==> config.mk <==
export PLATFORM = sky130hd
export DESIGN_NAME = pipe_stage_reg_mc
export DESIGN_NICKNAME = d
export VERILOG_FILES = /design/src/rtl/cpu_pkg.sv /design/src/rtl/mc_stall_counter.sv /design/src/rtl/pipe_stage_reg_mc.sv
export SDC_FILE = /design/constraint.sdc
export NUM_CORES = 1
export LEC_CHECK = 0
export CORE_MARGIN = 2
export CORE_UTILIZATION = 43
export DETAILED_ROUTE_END_ITERATION = 8
export MAX_ROUTING_LAYER = met4
export PLACE_DENSITY = 0.86
export SLEW_MARGIN = 30
export SYNTH_ARGS = -nofsm -noshare
export SYNTH_HDL_FRONTEND = slang
export SYNTH_SLANG_ARGS = --single-unit
==> constraint.sdc <==
create_clock -name clk -period 2.3 [get_ports clk]
set_input_delay 0.23 -clock clk [delete_from_list [all_inputs] [get_ports clk]]
set_output_delay 0.23 -clock clk [all_outputs]
set_load 0.01 [all_outputs]
==> src/rtl/cpu_pkg.sv <==
// Shared CPU definitions: multi-cycle op kinds, the canonical NOP word and
// the default multi-cycle latencies that the EX-stage units also use.
package cpu_pkg;

  typedef enum logic [1:0] {
    MC_NONE = 2'd0,
    MC_MUL  = 2'd1,
    MC_DIV  = 2'd2,
    MC_EXT  = 2'd3
  } mc_kind_e;

  // addi x0, x0, 0
  localparam logic [31:0] NOP_INS_DEF = 32'h0000_0013;

  localparam int LAT_MUL_DEF = 32;
  localparam int LAT_DIV_DEF = 34;
  localparam int LAT_EXT_DEF = 4;

endpackage

==> src/rtl/mc_stall_counter.sv <==
// Multi-cycle operation down-counter. A start request is accepted only when
// the counter is idle and the kind is not MC_NONE; the counter then loads the
// latency for that kind and counts down to zero, saturating there.
module mc_stall_counter
  import cpu_pkg::*;
#(
  parameter int CNT_W   = 8,
  parameter int LAT_MUL = LAT_MUL_DEF,
  parameter int LAT_DIV = LAT_DIV_DEF,
  parameter int LAT_EXT = LAT_EXT_DEF
) (
  input  logic       clk,
  input  logic       rst,
  input  logic       mc_start,
  input  logic [1:0] mc_kind,
  output logic       mc_busy,
  output logic       mc_done
);

  // Latencies wider than the counter are truncated; a latency of 0 loads 0,
  // so that op never raises busy.
  localparam logic [CNT_W-1:0] LAT_MUL_C = CNT_W'(LAT_MUL);
  localparam logic [CNT_W-1:0] LAT_DIV_C = CNT_W'(LAT_DIV);
  localparam logic [CNT_W-1:0] LAT_EXT_C = CNT_W'(LAT_EXT);

  logic [CNT_W-1:0] cnt_q;
  logic [CNT_W-1:0] cnt_d;
  logic [CNT_W-1:0] lat_sel;
  logic             accept;

  // Latency lookup, accept decision and next counter value.
  always_comb begin
    lat_sel = '0;
    case (mc_kind)
      MC_MUL:  lat_sel = LAT_MUL_C;
      MC_DIV:  lat_sel = LAT_DIV_C;
      MC_EXT:  lat_sel = LAT_EXT_C;
      default: lat_sel = '0;
    endcase

    accept = mc_start && (mc_kind != MC_NONE) && (cnt_q == '0);

    cnt_d = cnt_q;
    if (accept) begin
      cnt_d = lat_sel;
    end else if (cnt_q != '0) begin
      cnt_d = cnt_q - CNT_W'(1);
    end
  end

  // Counter register; reset clears any operation in flight.
  always_ff @(posedge clk) begin
    if (rst) begin
      cnt_q <= '0;
    end else begin
      cnt_q <= cnt_d;
    end
  end

  assign mc_busy = (cnt_q != '0);
  assign mc_done = (cnt_q == CNT_W'(1));

endmodule

==> src/rtl/pipe_stage_reg_mc.sv <==
// Generic pipeline stage register carrying PC, instruction and valid.
// Supports hazard stall (en_reg=0), flush to a bubble, and a built-in
// multi-cycle stall counter. Flush beats stall; reset beats everything.
module pipe_stage_reg_mc
  import cpu_pkg::*;
#(
  parameter int                 PC_W    = 32,
  parameter int                 INS_W   = 32,
  parameter int                 CNT_W   = 8,
  parameter int                 LAT_MUL = LAT_MUL_DEF,
  parameter int                 LAT_DIV = LAT_DIV_DEF,
  parameter int                 LAT_EXT = LAT_EXT_DEF,
  parameter logic [INS_W-1:0]   NOP_INS = INS_W'(NOP_INS_DEF)
) (
  input  logic             clk,
  input  logic             rst,
  input  logic             en_reg,
  input  logic             flush,
  input  logic             mc_start,
  input  logic [1:0]       mc_kind,
  input  logic [PC_W-1:0]  pc_in,
  input  logic [INS_W-1:0] ins_in,
  input  logic             valid_in,
  output logic [PC_W-1:0]  pc_out,
  output logic [INS_W-1:0] ins_out,
  output logic             valid_out,
  output logic             mc_busy,
  output logic             mc_done,
  output logic             stall_out
);

  logic [PC_W-1:0]  pc_q,    pc_d;
  logic [INS_W-1:0] ins_q,   ins_d;
  logic             valid_q, valid_d;

  mc_stall_counter #(
    .CNT_W   (CNT_W),
    .LAT_MUL (LAT_MUL),
    .LAT_DIV (LAT_DIV),
    .LAT_EXT (LAT_EXT)
  ) u_cnt (
    .clk      (clk),
    .rst      (rst),
    .mc_start (mc_start),
    .mc_kind  (mc_kind),
    .mc_busy  (mc_busy),
    .mc_done  (mc_done)
  );

  // The accept cycle itself does not stall: busy only rises after the edge.
  assign stall_out = ~en_reg | mc_busy;

  // Next stage contents: flush inserts a bubble but still tracks the PC.
  always_comb begin
    pc_d    = pc_q;
    ins_d   = ins_q;
    valid_d = valid_q;
    if (flush) begin
      pc_d    = pc_in;
      ins_d   = NOP_INS;
      valid_d = 1'b0;
    end else if (!stall_out) begin
      pc_d    = pc_in;
      ins_d   = ins_in;
      valid_d = valid_in;
    end
  end

  // Stage register with synchronous reset to an invalid NOP at PC 0.
  always_ff @(posedge clk) begin
    if (rst) begin
      pc_q    <= '0;
      ins_q   <= NOP_INS;
      valid_q <= 1'b0;
    end else begin
      pc_q    <= pc_d;
      ins_q   <= ins_d;
      valid_q <= valid_d;
    end
  end

  assign pc_out    = pc_q;
  assign ins_out   = ins_q;
  assign valid_out = valid_q;

endmodule

* After elaboration in Yosys (flattened, before gate mapping)
Index checks and enable logic that the tools add are counted.
** Storage, ports and cells
- Word-level logic and storage cells :: 24
- Bits in registers :: 73
- Output and inout port bits :: 68
- Bits of input ports :: 72
** Operators by class
- Bitwise operators :: 2
- Mux-type cells :: 5
- Add/sub/neg operators :: 1
- Eq/ne operators :: 5
- Reduce and logical (&&, ||, !) cells :: 7
** Operators by type and width (count)
- two-way mux 32 bit :: 2
- one-hot mux 6 bit (3 select lines) :: 1
- two-way mux 8 bit :: 2
- equality test 8 x 1 -> 1 bit, second input constant :: 1
- logical NOT 8 bit :: 1
- nonzero test 8 bit :: 1
- subtractor 8 x 1 -> 8 bit, second input constant :: 1
- equality test 2 bit, second input constant :: 2
- nonzero test 2 bit :: 2
- equality test 2 x 1 -> 1 bit, second input constant :: 1
- logical AND 1 bit :: 2
- != test 2 bit, second input constant :: 1
- OR reduction 2 bit :: 1
- NOT 1 bit :: 1
- bitwise OR 1 bit :: 1

* Logic depth before layout (Yosys ltp)
- Depth after elaboration :: 4
- Mapped depth :: 7
- Mapped depth without buffers :: 5

* Hierarchy
From an unflattened synthesis, not the netlist that was laid out.
** Second synthesis, totals
- Cell total of the unflattened synthesis :: 349
- Area total of the unflattened synthesis :: 3025.4 um2
** By module, submodules not included
- pipe_stage_reg_mc :: sequential area each 1301.2 um2, area each 2513.7 um2, instances 1, cells an instance 292
- mc_stall_counter :: sequential area each 160.2 um2, area each 511.7 um2, instances 1, cells an instance 57

* Worst setup path before layout
OpenSTA, ideal clock, no wires.
- Kind :: reg2reg
- Start :: reg u_cnt.cnt_q[0]
- End :: reg pc_q[10], in the netlist pc_out[10]
- Setup slack :: 0.396 ns
- Stages on the path, launching flop included :: 8
- Arrival :: 1.832 ns
- Library setup time :: 0.072 ns
- Path buffers :: 2
- Period minus slack after synthesis :: 1.904 ns
- Cell sequence :: dfxtp_1 inv_1 ha_1 and2_1 clkbuf_1 a31oi_1 buf_2 mux2i_1
** On the way
- Longest elaborated chain between the ends :: 3
** RTL lines
- from (decl) :: line mc_stall_counter.sv:26 : logic [CNT_W-1:0] cnt_q;
- from (signal assigned) :: line mc_stall_counter.sv:56 : cnt_q <= cnt_d;
- nonzero test 8 bit :: line mc_stall_counter.sv:60 : assign mc_busy = (cnt_q != '0);
- bitwise OR 1 bit :: line pipe_stage_reg_mc.sv:51 : assign stall_out = ~en_reg | mc_busy;
- != test 2 bit (no source line)
- to (signal assigned) :: line pipe_stage_reg_mc.sv:76 : pc_q <= pc_d;
- to (decl) :: line pipe_stage_reg_mc.sv:32 : logic [PC_W-1:0] pc_q, pc_d;
Every way passes these cells.
A chain may end at the register's enable or synchronous reset.

* Worst setup path after layout
- Start :: reg u_cnt.cnt_q[7]
- End :: out mc_done
** On the way
- Longest elaborated chain between the ends :: 1
** RTL lines
- equality test 8 x 1 -> 1 bit :: line mc_stall_counter.sv:61 : assign mc_done = (cnt_q == CNT_W'(1));
- to (decl) :: line pipe_stage_reg_mc.sv:28 : output logic mc_done,
Every way passes these cells.

==> impl_results.md <==
- CTS buffer count: 9
- Post-synthesis sequential area ratio: 43.4%
- Placer congestion estimate: 0.880
- Logic pwr share: 45.6%
- Pint: 0.00293 W
- Worst hold path startpoint: pc_in[7]
- Share of post-route cells with drive strength above 1: 7.76%
- Fin worst setup slack: 0.197 ns
- Critical path depth: 3
- Vias in the first global route: 2880
- Hold path depth: 3
- Sequential share of power: 34.0%
- CTS max path bufs: 2
- Largest area contributor in the netlist: dfxtp_1
- Sw Pwr: 0.00190 W
- Synth-to-layout area growth: 49.8%
- Synth Register Bits: 73
- Dpl hpwl: 6.26 mm
- Setup TNS: 0 ns
- Kind of critical path: reg -> out
- Met1 WL: 3.74 mm
- RSZ-0062 raised after global routing: false
- Drt pass-1 iters: 5
- DRT iter0 DRCs: 202
- DR WL/cell: 15.2 µm
- Bufs and invs on worst path: 1
- Largest net degree at the start of global routing: 42
- Final hold slack: 0.447 ns
- Synth Area per Inst: 9.28 µm²
- R2r worst-path depth: 4
- Layout Nets: 563
- Total track usage: 20.9%
- Vias: 3185
- Syn Nets: 440
- Cell Chain, Critical Path: nor4_4 -> and3_1 -> clkdlybuf4s50_1
- Power Dens Cells: 956 nW/µm²
- Antenna Violating Nets Remaining: 0
- Outcome: completed
- P_leak: 1.83 nW
- Sw frac: 39.3%
- Clock sink count: 73
- GR Overflow Total: 0
- Required @ worst endpoint: 2.07 ns
- I/O pins: 140
- Gate Count Post-Synth: 363
- VDD IR max: 0.000664 V
- Clock network fraction of total power: 20.4%
- Top layer in use: met4
- Synth area leaders: dfxtp_1 43%, nand2b_1 12%, mux2i_1 9.8%
- Data arrival, critical path: 1.87 ns
- Warnings from Yosys: 0
- CTS tree: built
- IO Port Bufs: 139
- Die area: 8550 µm²
- Vias/cell: 5.38
- Crit end category: output port
- Crit path max fanout: 7
- Initial Utilization: 44.0%
- Setup crit start: u_cnt.cnt_q[7]
- Pre-CTS setup slack: 0.291 ns
- Fmax achieved: 475 MHz
- Initial antenna violation count: 0
- Hold_buf cts: 0
- Slew HR: 58.3%
- Share of the synthesized area in the top cell type: 43.4%
- CP max-delay cell: clkdlybuf4s50_1
- DP Cell Count: 577
- Horiz. Die Dim: 92.5 µm
- Later-pin clock latency in the skew report: 0.34 ns
- Wire length on met2: 4.67 mm
- Site row count: 32
- Postcts setup bufs: 0
- DRC violations left: 0
- First-pass GRT wire length: 14.0 mm
- Total Wirelength: 9.00 mm
- Synthesized area: 3370 µm²
- Root Buffer Master: clkbuf_8
- Final cell count without fillers: 592
- Die height: 92.5 µm
- Met3 routed WL: 480 µm
- Final Hold Viols: 0
- Final period utilization: 91.4%
- H-tree levels: 3
- Worst slew pin tran: 0.626 ns
- Clock skew: 0.0109 ns
- Top delay family on crit path: simple AND/OR/NAND/NOR gates
- Total power: 0.00482 W
- Reg-to-reg critical path startpoint: u_cnt.cnt_q[7]
- Yosys cell types: 36
- Ant. Diodes: 0
- Clock period minus worst slack: 2.10 ns
- CP max stage delay: 0.58 ns
- HP Class: in -> reg
- Core region area: 7650 µm²
- Final Max Tran Viols: 0
- Clk slew on worst S/H paths: 0.08 ns
- Setup violators final: 0
- Max-cap check violation count: 0
- Startpoint Class: register
- Filler cell count: 613
-- final timing paths --
kind | to | slack (ns)
max | mc_done | 0.20
min | pc_out[7] | 0.45
max reg2reg | u_cnt.cnt_q[0] | 0.34
min reg2reg | ins_out[4] | 0.46
-- placed cells by master, fill, tap and decap left out, types with 5 or more instances in the layout --
master and instances:
inv_1 5, buf_4 12, mux2i_1 33, nand4_1 32
dfxtp_1 71, o31ai_1 32, ha_1 5, a21oi_1 35
nand2b_1 64, clkdlybuf4s50_1 137, clkbuf_8 10
-- Yosys cell counts --
cell type,count
or4_4,1
or2_2,2
o41ai_1,1
buf_2,4
nor4_4,1
nor4_1,1
nor3_1,3
nand4_1,32
dfxtp_1,73
nand2b_1,64
buf_1,1
a31oi_1,1
or3_1,1
o21ai_0,3
a21oi_1,35
clkbuf_1,32
inv_1,5
a211o_1,3
xnor2_1,1
ha_1,5
nor2_1,5
o211ai_1,1
nor2b_1,3
a211oi_1,2
nor3b_1,1
nand3_1,2
buf_6,3
a21boi_0,1
o31ai_1,32
and3_1,1
nand2_1,2
or4_1,3
mux2i_1,33
and4_1,3
or3b_2,1
and2_1,1
-- registers in the layout (all words and copies together), names as in the netlist --
name         count
ins_out         32
pc_out          32
u_cnt.cnt_q      8
valid_out        1
-- repair_timing --
item / 4_1_cts / 5_1_grt
setup endpoints to repair: 2 / 1
gates cloned: 0 / 0
gates resized for setup: 4 / 3
-- through the flow --
stage | cell area (µm²) | util [%]
after global routing | 5040 | 66.0
after floorplan | 3370 | -
final | 5040 | 66.0
after detailed placement | 4840 | 63.2
after CTS | 5040 | 65.9
after global placement | 4840 | 63.2
-- kinds of logic (layout without fill, tap and decap cells) --
logic type,after synthesis,count (layout),synth area share (%)
AO/OA/AOI/OAI,79,79,14.9
XOR/XNOR,1,1,0.260
adder cells (fa/ha/maj),5,5,1.86
buffers and inverters,45,172,5.83
flip-flops,73,73,43.4
multiplexers,33,33,9.81
AND/OR/NAND/NOR,127,127,23.9
-- final cells by class --
class	count	area (µm²)	area share, %
Timing Repair Buffer	152	1500	29.8
Clock inverter	5	56.3	1.12
Tap cell	102	128	2.53
Clock buffer	10	138	2.73
Multi-Input combinational cell	245	1740	34.4
Inverter	5	18.8	0.372
Sequential cell	73	1460	29.0
-- power by group through the flow --
| stage | logic [W] | registers (W) | clock network [W] |
|---|---|---|---|
| 6_report | 0.00220 | 0.00164 | 0.000983 |
| 5_1_grt | 0.00239 | 0.00167 | 0.00108 |
| 4_1_cts | 0.00221 | 0.00164 | 0.00101 |
| 3_5_place_dp | 0.00217 | 0.00166 | 0 |
| 3_3_place_gp | 0.00213 | 0.00164 | 0 |
| 2_1_floorplan | 0.00133 | 0.00167 | 0 |
-- worst reg2reg max path, delay by kind of cell (launching register included) --
| family | cells | cell delay [ns] |
|---|---|---|
| DFF | 1 | 0.40 |
| buffers and inverters | 1 | 0.26 |
| AOI/OAI and AO/OA | 1 | 0.14 |
| and+or+nand+nor | 2 | 1.10 |
-- metal layers --
layer  GRT usage (%)  vias to the layer above
li1                -                     1556
met1            26.4                     1506
met2            33.3                      115
met3            4.96                        8
met4            6.34                        0
met5               -                        -
Note: power is estimated with default switching activity, not from simulation.
